==> config.mk <==
export PLATFORM = sky130hd
export DESIGN_NAME = perceptron_uart_core
export DESIGN_NICKNAME = d
export VERILOG_FILES = /design/src/rtl/perceptron_uart_core.sv
export SDC_FILE = /design/constraint.sdc
export NUM_CORES = 1
export LEC_CHECK = 0
export BUFFER_PORTS_ARGS = -buffer_cell sky130_fd_sc_hd__buf_4
export CAP_MARGIN = 0
export CORE_ASPECT_RATIO = 1.2
export CORE_MARGIN = 3
export CORE_UTILIZATION = 64
export CTS_CLUSTER_SIZE = 14
export DETAILED_ROUTE_END_ITERATION = 7
export MAX_ROUTING_LAYER = met4
export PLACE_DENSITY = 0.88
export SYNTH_ARGS = -nofsm -noshare
export SYNTH_HDL_FRONTEND = slang
export SYNTH_SLANG_ARGS = --single-unit
export TNS_END_PERCENT = 20
==> constraint.sdc <==
create_clock -name CLK -period 6.8 [get_ports CLK]
set_input_delay 1.02 -clock CLK [delete_from_list [all_inputs] [get_ports CLK]]
set_output_delay 1.02 -clock CLK [all_outputs]
set_load 0.02 [all_outputs]
==> src/rtl/perceptron_uart_core.sv <==
// Byte-stream perceptron: 'W' loads signed weights, 'X' loads unsigned inputs and
// triggers a serial multiply-accumulate whose activation and sum are replied as ASCII.
module perceptron_uart_core #(
    parameter int N_INPUTS = 4,
    parameter int ACC_WIDTH = 20,
    parameter logic signed [ACC_WIDTH-1:0] BIAS = '0,
    parameter logic signed [ACC_WIDTH-1:0] THRESHOLD = '0,
    parameter int HEX_SUM = 1
) (
    input  logic       CLK,
    input  logic       RST_N,
    input  logic [7:0] rx_data,
    input  logic       rx_valid,
    output logic [7:0] tx_data,
    output logic       tx_write,
    input  logic       tx_full,
    output logic       busy,
    output logic       fire,
    output logic       overrun
);

    localparam int NUM_DIGITS = (HEX_SUM != 0) ? ACC_WIDTH / 4 : 0;
    localparam int NUM_BYTES = NUM_DIGITS + 3;
    localparam int MAX_CNT = (N_INPUTS > NUM_BYTES) ? N_INPUTS : NUM_BYTES;
    localparam int CNT_W = $clog2(MAX_CNT);
    localparam int IDX_W = $clog2(N_INPUTS);
    localparam logic [CNT_W-1:0] LAST_IN = CNT_W'(N_INPUTS - 1);
    localparam logic [CNT_W-1:0] LAST_BYTE = CNT_W'(NUM_BYTES - 1);

    typedef enum logic [2:0] {IDLE, LOAD_W, LOAD_X, MAC, SEND} state_t;

    state_t state, state_next;
    logic [CNT_W-1:0] cnt;
    logic [IDX_W-1:0] idx;
    logic signed [7:0] weights [N_INPUTS];
    logic [7:0] inputs [N_INPUTS];
    logic signed [ACC_WIDTH-1:0] acc;
    logic signed [ACC_WIDTH-1:0] acc_sum;
    logic signed [16:0] product;
    logic [3:0] nibble;
    logic [7:0] reply_byte;

    assign idx = cnt[IDX_W-1:0];

    always_comb begin
        product = weights[idx] * $signed({1'b0, inputs[idx]});
        acc_sum = acc + ACC_WIDTH'(product);
    end

    always_ff @(posedge CLK or negedge RST_N) begin
        if (!RST_N) begin
            state <= IDLE;
        end else begin
            state <= state_next;
        end
    end

    always_comb begin
        state_next = state;
        case (state)
            IDLE: begin
                if (rx_valid && rx_data == 8'h57) begin
                    state_next = LOAD_W;
                end else if (rx_valid && rx_data == 8'h58) begin
                    state_next = LOAD_X;
                end
            end
            LOAD_W: if (rx_valid && cnt == LAST_IN) state_next = IDLE;
            LOAD_X: if (rx_valid && cnt == LAST_IN) state_next = MAC;
            MAC:    if (cnt == LAST_IN) state_next = SEND;
            SEND:   if (!tx_full && cnt == LAST_BYTE) state_next = IDLE;
            default: state_next = IDLE;
        endcase
    end

    // Reply byte order: activation digit, hex digits of acc MSB first, CR, LF.
    always_comb begin
        nibble = 4'h0;
        for (int d = 0; d < NUM_DIGITS; d++) begin
            if (int'(cnt) == NUM_DIGITS - d) nibble = acc[4*d +: 4];
        end
        if (cnt == '0) begin
            reply_byte = fire ? 8'h31 : 8'h30;
        end else if (int'(cnt) <= NUM_DIGITS) begin
            reply_byte = (nibble < 4'd10) ? 8'h30 + {4'h0, nibble} : 8'h37 + {4'h0, nibble};
        end else if (int'(cnt) == NUM_DIGITS + 1) begin
            reply_byte = 8'h0D;
        end else begin
            reply_byte = 8'h0A;
        end
        busy = (state == MAC) || (state == SEND);
        tx_write = (state == SEND) && !tx_full;
        tx_data = tx_write ? reply_byte : 8'h00;
    end

    always_ff @(posedge CLK or negedge RST_N) begin
        if (!RST_N) begin
            cnt <= '0;
            acc <= '0;
            fire <= 1'b0;
            overrun <= 1'b0;
            for (int i = 0; i < N_INPUTS; i++) begin
                weights[i] <= '0;
                inputs[i] <= '0;
            end
        end else begin
            overrun <= rx_valid && ((state == MAC) || (state == SEND));
            case (state)
                IDLE: cnt <= '0;
                LOAD_W: begin
                    if (rx_valid) begin
                        weights[idx] <= $signed(rx_data);
                        cnt <= (cnt == LAST_IN) ? '0 : cnt + CNT_W'(1);
                    end
                end
                LOAD_X: begin
                    if (rx_valid) begin
                        inputs[idx] <= rx_data;
                        cnt <= (cnt == LAST_IN) ? '0 : cnt + CNT_W'(1);
                        if (cnt == LAST_IN) acc <= BIAS;
                    end
                end
                MAC: begin
                    acc <= acc_sum;
                    if (cnt == LAST_IN) begin
                        cnt <= '0;
                        fire <= (acc_sum >= THRESHOLD);
                    end else begin
                        cnt <= cnt + CNT_W'(1);
                    end
                end
                SEND: begin
                    if (!tx_full) cnt <= (cnt == LAST_BYTE) ? '0 : cnt + CNT_W'(1);
                end
                default: cnt <= '0;
            endcase
        end
    end

endmodule

# Yosys cells after proc, flatten, opt, wreduce, memory -nomap -nowiden
# Cells that the tools add are included.
# Widths: inputs -> output; s select.
[totals]
regBits = 92
in_bits = 12
word_cells = 102
[classes]
addsub = 4
n_mul = 1
magnitude_cmp = 5
eq_ne = 23
muxes = 36
n_bitwise = 1
reduce_logical = 19
[ops]
columns = ["operator", "n"]
rows = [
  ["$bwmux 32", 2],
  ["$mux 8", 6],
  ["$mux 20", 2],
  ["$pmux 20 s2", 1],
  ["$mux 3", 11],
  ["$bmux 8 s2", 2],
  ["$mux 7", 3],
  ["$add 20x17->20", 1],
  ["$ge 20x1->1 const B", 1],
  ["$mux 4", 5],
  ["$eq 3x3->1 const B", 6],
  ["$mul 8x9->17", 1],
  ["$demux 8 s2", 1],
  ["$eq 8x7->1 const B", 2],
  ["$eq 3x2->1 const B", 5],
  ["$pmux 3 s5", 1],
  ["$add 6x4->7 const A", 2],
  ["$ne 2x2->1 const B", 7],
  ["$pmux 3 s3", 1],
  ["$reduce_and 2->1", 4],
  ["$logic_and 1x1->1", 7],
  ["$logic_not 3->1", 2],
  ["$reduce_and 5->1", 1],
  ["$lt 4x4->1 const B", 1],
  ["other kinds (14)", 14],
]

# Logic depth before layout (Yosys ltp)
[depth]
word_depth = 11
ltp_mapped = 22

# Least setup slack after synthesis
# No wires, ideal clock.
[synth_timing]
kind = "reg2reg"
from = "register cnt[0]"
to = "register acc[17]"
setup_ns = 0.134
arrival_time_ns = 5.621
path_slack_ns = 1.046
path_stages_with_launch = 19
path_cell_list = "dfrtp_1 buf_6 buf_2 mux4_2 nand2b_1 fa_1 fa_1 inv_1 fa_1 fa_1 fa_1 ha_1 a21o_1 a21oi_2 a21oi_1 o41ai_2 o21ai_1 xnor2_1 o21ai_0"
[synth_between]
elab_chain_len = 7
word_cells_on_any_way = 13
cone_classes = "add/sub: 1; mul: 1; eq/ne: 2; mux: 7; bitwise: 1; reduce/logical: 1"
[synth_rtl]
columns = ["element", "line", "rtl"]
rows = [
  ["from (decl)", "33", "logic [CNT_W-1:0] cnt;"],
  ["from (signal assigned)", "113", "cnt <= (cnt == LAST_IN) ? '0 : cnt + CNT_W'(1);"],
  ["from (signal assigned)", "119", "cnt <= (cnt == LAST_IN) ? '0 : cnt + CNT_W'(1);"],
  ["from (signal assigned)", "129", "cnt <= cnt + CNT_W'(1);"],
  ["$not 2->3 (not written as such)", "46", "product = weights[idx] * $signed({1'b0, inputs[idx]});"],
  ["$bmux 8 s2", "46", ""],
  ["$mux 8 (not written as such) (2 in a row)", "46", ""],
  ["$mul 8x9->17", "46", ""],
  ["$add 20x17->20", "47", "acc_sum = acc + ACC_WIDTH'(product);"],
  ["$pmux 20 s2", "108", "case (state)"],
  ["to (signal assigned)", "124", "acc <= acc_sum;"],
  ["to (decl)", "37", "logic signed [ACC_WIDTH-1:0] acc;"],
]
# Parallel ways exist; a longest one is shown, timed or not. The select of a mux whose other input is x is not followed.
# A chain may end at the register's enable or synchronous reset.

# Final worst setup path
[layout_timing]
from = "register cnt[1]"
to = "register acc[19]"
# Same word-level chain as after synthesis.

==> impl_metrics.env <==
export IMPL_tns_ns=0
export IMPL_wire_per_inst_um=19.68
export IMPL_core_area_mm2=0.01125
export IMPL_dr_pass1_iters=5
export IMPL_ctsResizeCount=0
export IMPL_synthesis_area_mm2=0.007512
export IMPL_worst_pin_slew_ns=0.9836
export IMPL_post_cts_buffers=0
export IMPL_finalNetCount=837
export IMPL_min_period_ns=6.064
export IMPL_die_w_um=104.9
export IMPL_fin_area_mm2=0.008077
export IMPL_ir_drop_mv=0.1664
export IMPL_path_clk_slew_ns=0.08
export IMPL_chipHeight_um=124.7
export IMPL_drv_slew=0
export IMPL_ys_seq_area_share_pct=30.65
export IMPL_endpoint_kind="register"
export IMPL_area_growth_pct=7.512
export IMPL_place_area_mm2=0.007760
export IMPL_ys_top_cells_by_area="dfrtp_1, fa_1, ha_1"
export IMPL_dp_hpwl_um=12870
export IMPL_root_buffer="clkbuf_16"
export IMPL_clock_sinks=92
export IMPL_power_density_mw_per_mm2=316.3
export IMPL_drive_above_1_share_pct=20.11
export IMPL_cts_made_buffers=9
export IMPL_ys_flop_type="dfrtp_1"
export IMPL_postRouteWirelength_um=17030
export IMPL_holdBufCountCts=0
export IMPL_grt_overflow=0
export IMPL_grt_util_all_layers_pct=28.28
export IMPL_drtIter0Drc=326
export IMPL_setup_ws_ns=0.7364
export IMPL_final_cell_mix="dfrtp_1, nand2_1, inv_1"
export IMPL_place_worst_setup_slack_ns=0.8057
export IMPL_synth_edf_count=0
export IMPL_postSynth_asyncResetShare_pct=100.0
export IMPL_synth_cell_type_count=78
export IMPL_whs_ns=0.5029
export IMPL_synth_top_area_share_pct=30.65
export IMPL_syn_nets=825
export IMPL_fin_skew_ns=0.01552
export IMPL_cts_path_max_buffers=2
export IMPL_final_common_cell="dfrtp_1"
export IMPL_vias=5311
export IMPL_ys_warn_count=0
export IMPL_cts_tree="built"
export IMPL_grt_max_degree=79
export IMPL_htreeDepth=3
export IMPL_clock_latency_ns=0.35
export IMPL_maxCapViolCount=0
export IMPL_rsz0062_at_grt="no"
export IMPL_pin_count=24
export IMPL_worstPathRequired_ns=7.10
export IMPL_status="finished clean"
export IMPL_hold_path_class="input pin to asynchronous set/reset pin"
export IMPL_avgSynthCellArea_um2=10.82
export IMPL_finalSetupViolCount=0
export IMPL_cp_max_fo=20
export IMPL_gp_congestion=0.9404
export IMPL_crit_type="register to register"
export IMPL_startpoint="cnt[1]"
export IMPL_num_rows=42
export IMPL_vias_per_cell=6.140
export IMPL_relSlewSlack_pct=34.18
export IMPL_diodes=0
export IMPL_io_buffers=22
export IMPL_max_freq_mhz=164.9
export IMPL_grt_pass1_wl_um=28610
export IMPL_crit_arrival_ns=6.36
export IMPL_critPathLaunchType="register"
export IMPL_reg2reg_from="cnt[1]"
export IMPL_antenna_found_initial=0
export IMPL_initial_core_util_pct=66.80
export IMPL_dp_cells=849
export IMPL_synth_seq_cells=92
export IMPL_synth_top_cell_by_area="dfrtp_1"
export IMPL_leakage_nw=4.101
export IMPL_final_cell_count_no_fill=865
export IMPL_synthCells=694
export IMPL_hold_violations=0
export IMPL_grt_pass1_vias=5546
export IMPL_die_area_mm2=0.01308
export IMPL_ff2ff_path_depth=16
export IMPL_drcViolationCount=0
export IMPL_post_route_period_util_pct=89.17
export IMPL_ant_nets=0
==> per-stage QoR <==
step | total power [mW] | utilization (%)
5_1_grt | 2.744 | 71.82
6_report | 2.555 | 71.82
2_1_floorplan | 1.721 | -
3_3_place_gp | 1.950 | 69.00
3_5_place_dp | 1.988 | 69.00
4_1_cts | 2.549 | 71.82
==> kinds of logic (layout without fill, tap and decap cells) <==
kind of cell               Yosys count  after routing  synth area share, %
xor gates and xnor gates            14             14                1.982
DFF                                 92             92                30.65
AOI/OAI and AO/OA                   97             97                9.244
other                                1              1              0.04992
muxes                               83             83                14.67
and+or+nand+nor                    186            186                12.61
adders and majority gates          119            119                24.92
buffers and inverters              102            119                5.879
==> report_power, final <==
group          switching (mW)  internal (mW)
sequential             0.0513          0.565
clock                   0.241          0.303
combinational           0.800          0.594
total                    1.09           1.46
==> critical path, cell delays in order (launching register included) <==
cell      delay, ns
dfrtp_1        0.91
mux4_2         0.50
nand2b_1       0.20
fa_1           0.53
fa_1           0.56
inv_1          0.06
fa_1           0.51
fa_1           0.58
fa_1           0.43
ha_1           0.38
a21o_1         0.21
a21oi_2        0.17
a21boi_1       0.14
nor3_2         0.15
o21ai_1        0.17
or4_1          0.42
nand3_1        0.09
==> path summary, 6_finish.rpt <==
path                       slack, ns          end
setup / recovery                0.74      acc[19]
hold / removal                  0.50      acc[19]
setup reg to reg                0.74      acc[19]
hold reg to reg                 0.51   inputs[20]
max in group asynchronous       5.08  weights[12]
min in group CLK                0.51   inputs[20]
==> routing by layer <==
metal	wire, um	GRT usage [%]	share of wire, %
met1	7051	35.24	41
met2	8630	47.15	51
met4	683	12.12	4.0
met5	0	-	0
met3	659	2.903	3.9
==> cell type report <==
class | instances | area [um^2]
Inverter | 79 | 304.0
Timing Repair Buffer | 24 | 192.7
Clock buffer | 10 | 239.0
Sequential cell | 92 | 2302
Tap cell | 154 | 192.7
Fill cell | 800 | 3169
Clock inverter | 6 | 77.57
Multi-Input combinational cell | 500 | 4768
==> cell usage after synthesis, types with 5 or more instances <==
library cell / count
a21oi_1: 19
buf_2: 6
xnor2_1: 8
inv_1: 76
nor3_1: 11
a22o_1: 6
ha_1: 68
clkbuf_1: 8
o21ai_0: 23
nand2_1: 77
and2_1: 28
mux4_2: 14
nor2b_1: 5
mux2_2: 64
nor2_1: 24
dfrtp_1: 92
fa_1: 51
==> registers in the layout, summed over array words and instances, names as in the netlist <==
| signal | cells |
|---|---|
| overrun | 1 |
| acc | 20 |
| inputs | 32 |
| state | 3 |
| weights | 32 |
| fire | 1 |
| cnt | 3 |
Note: power is estimated with default switching activity, not from simulation.
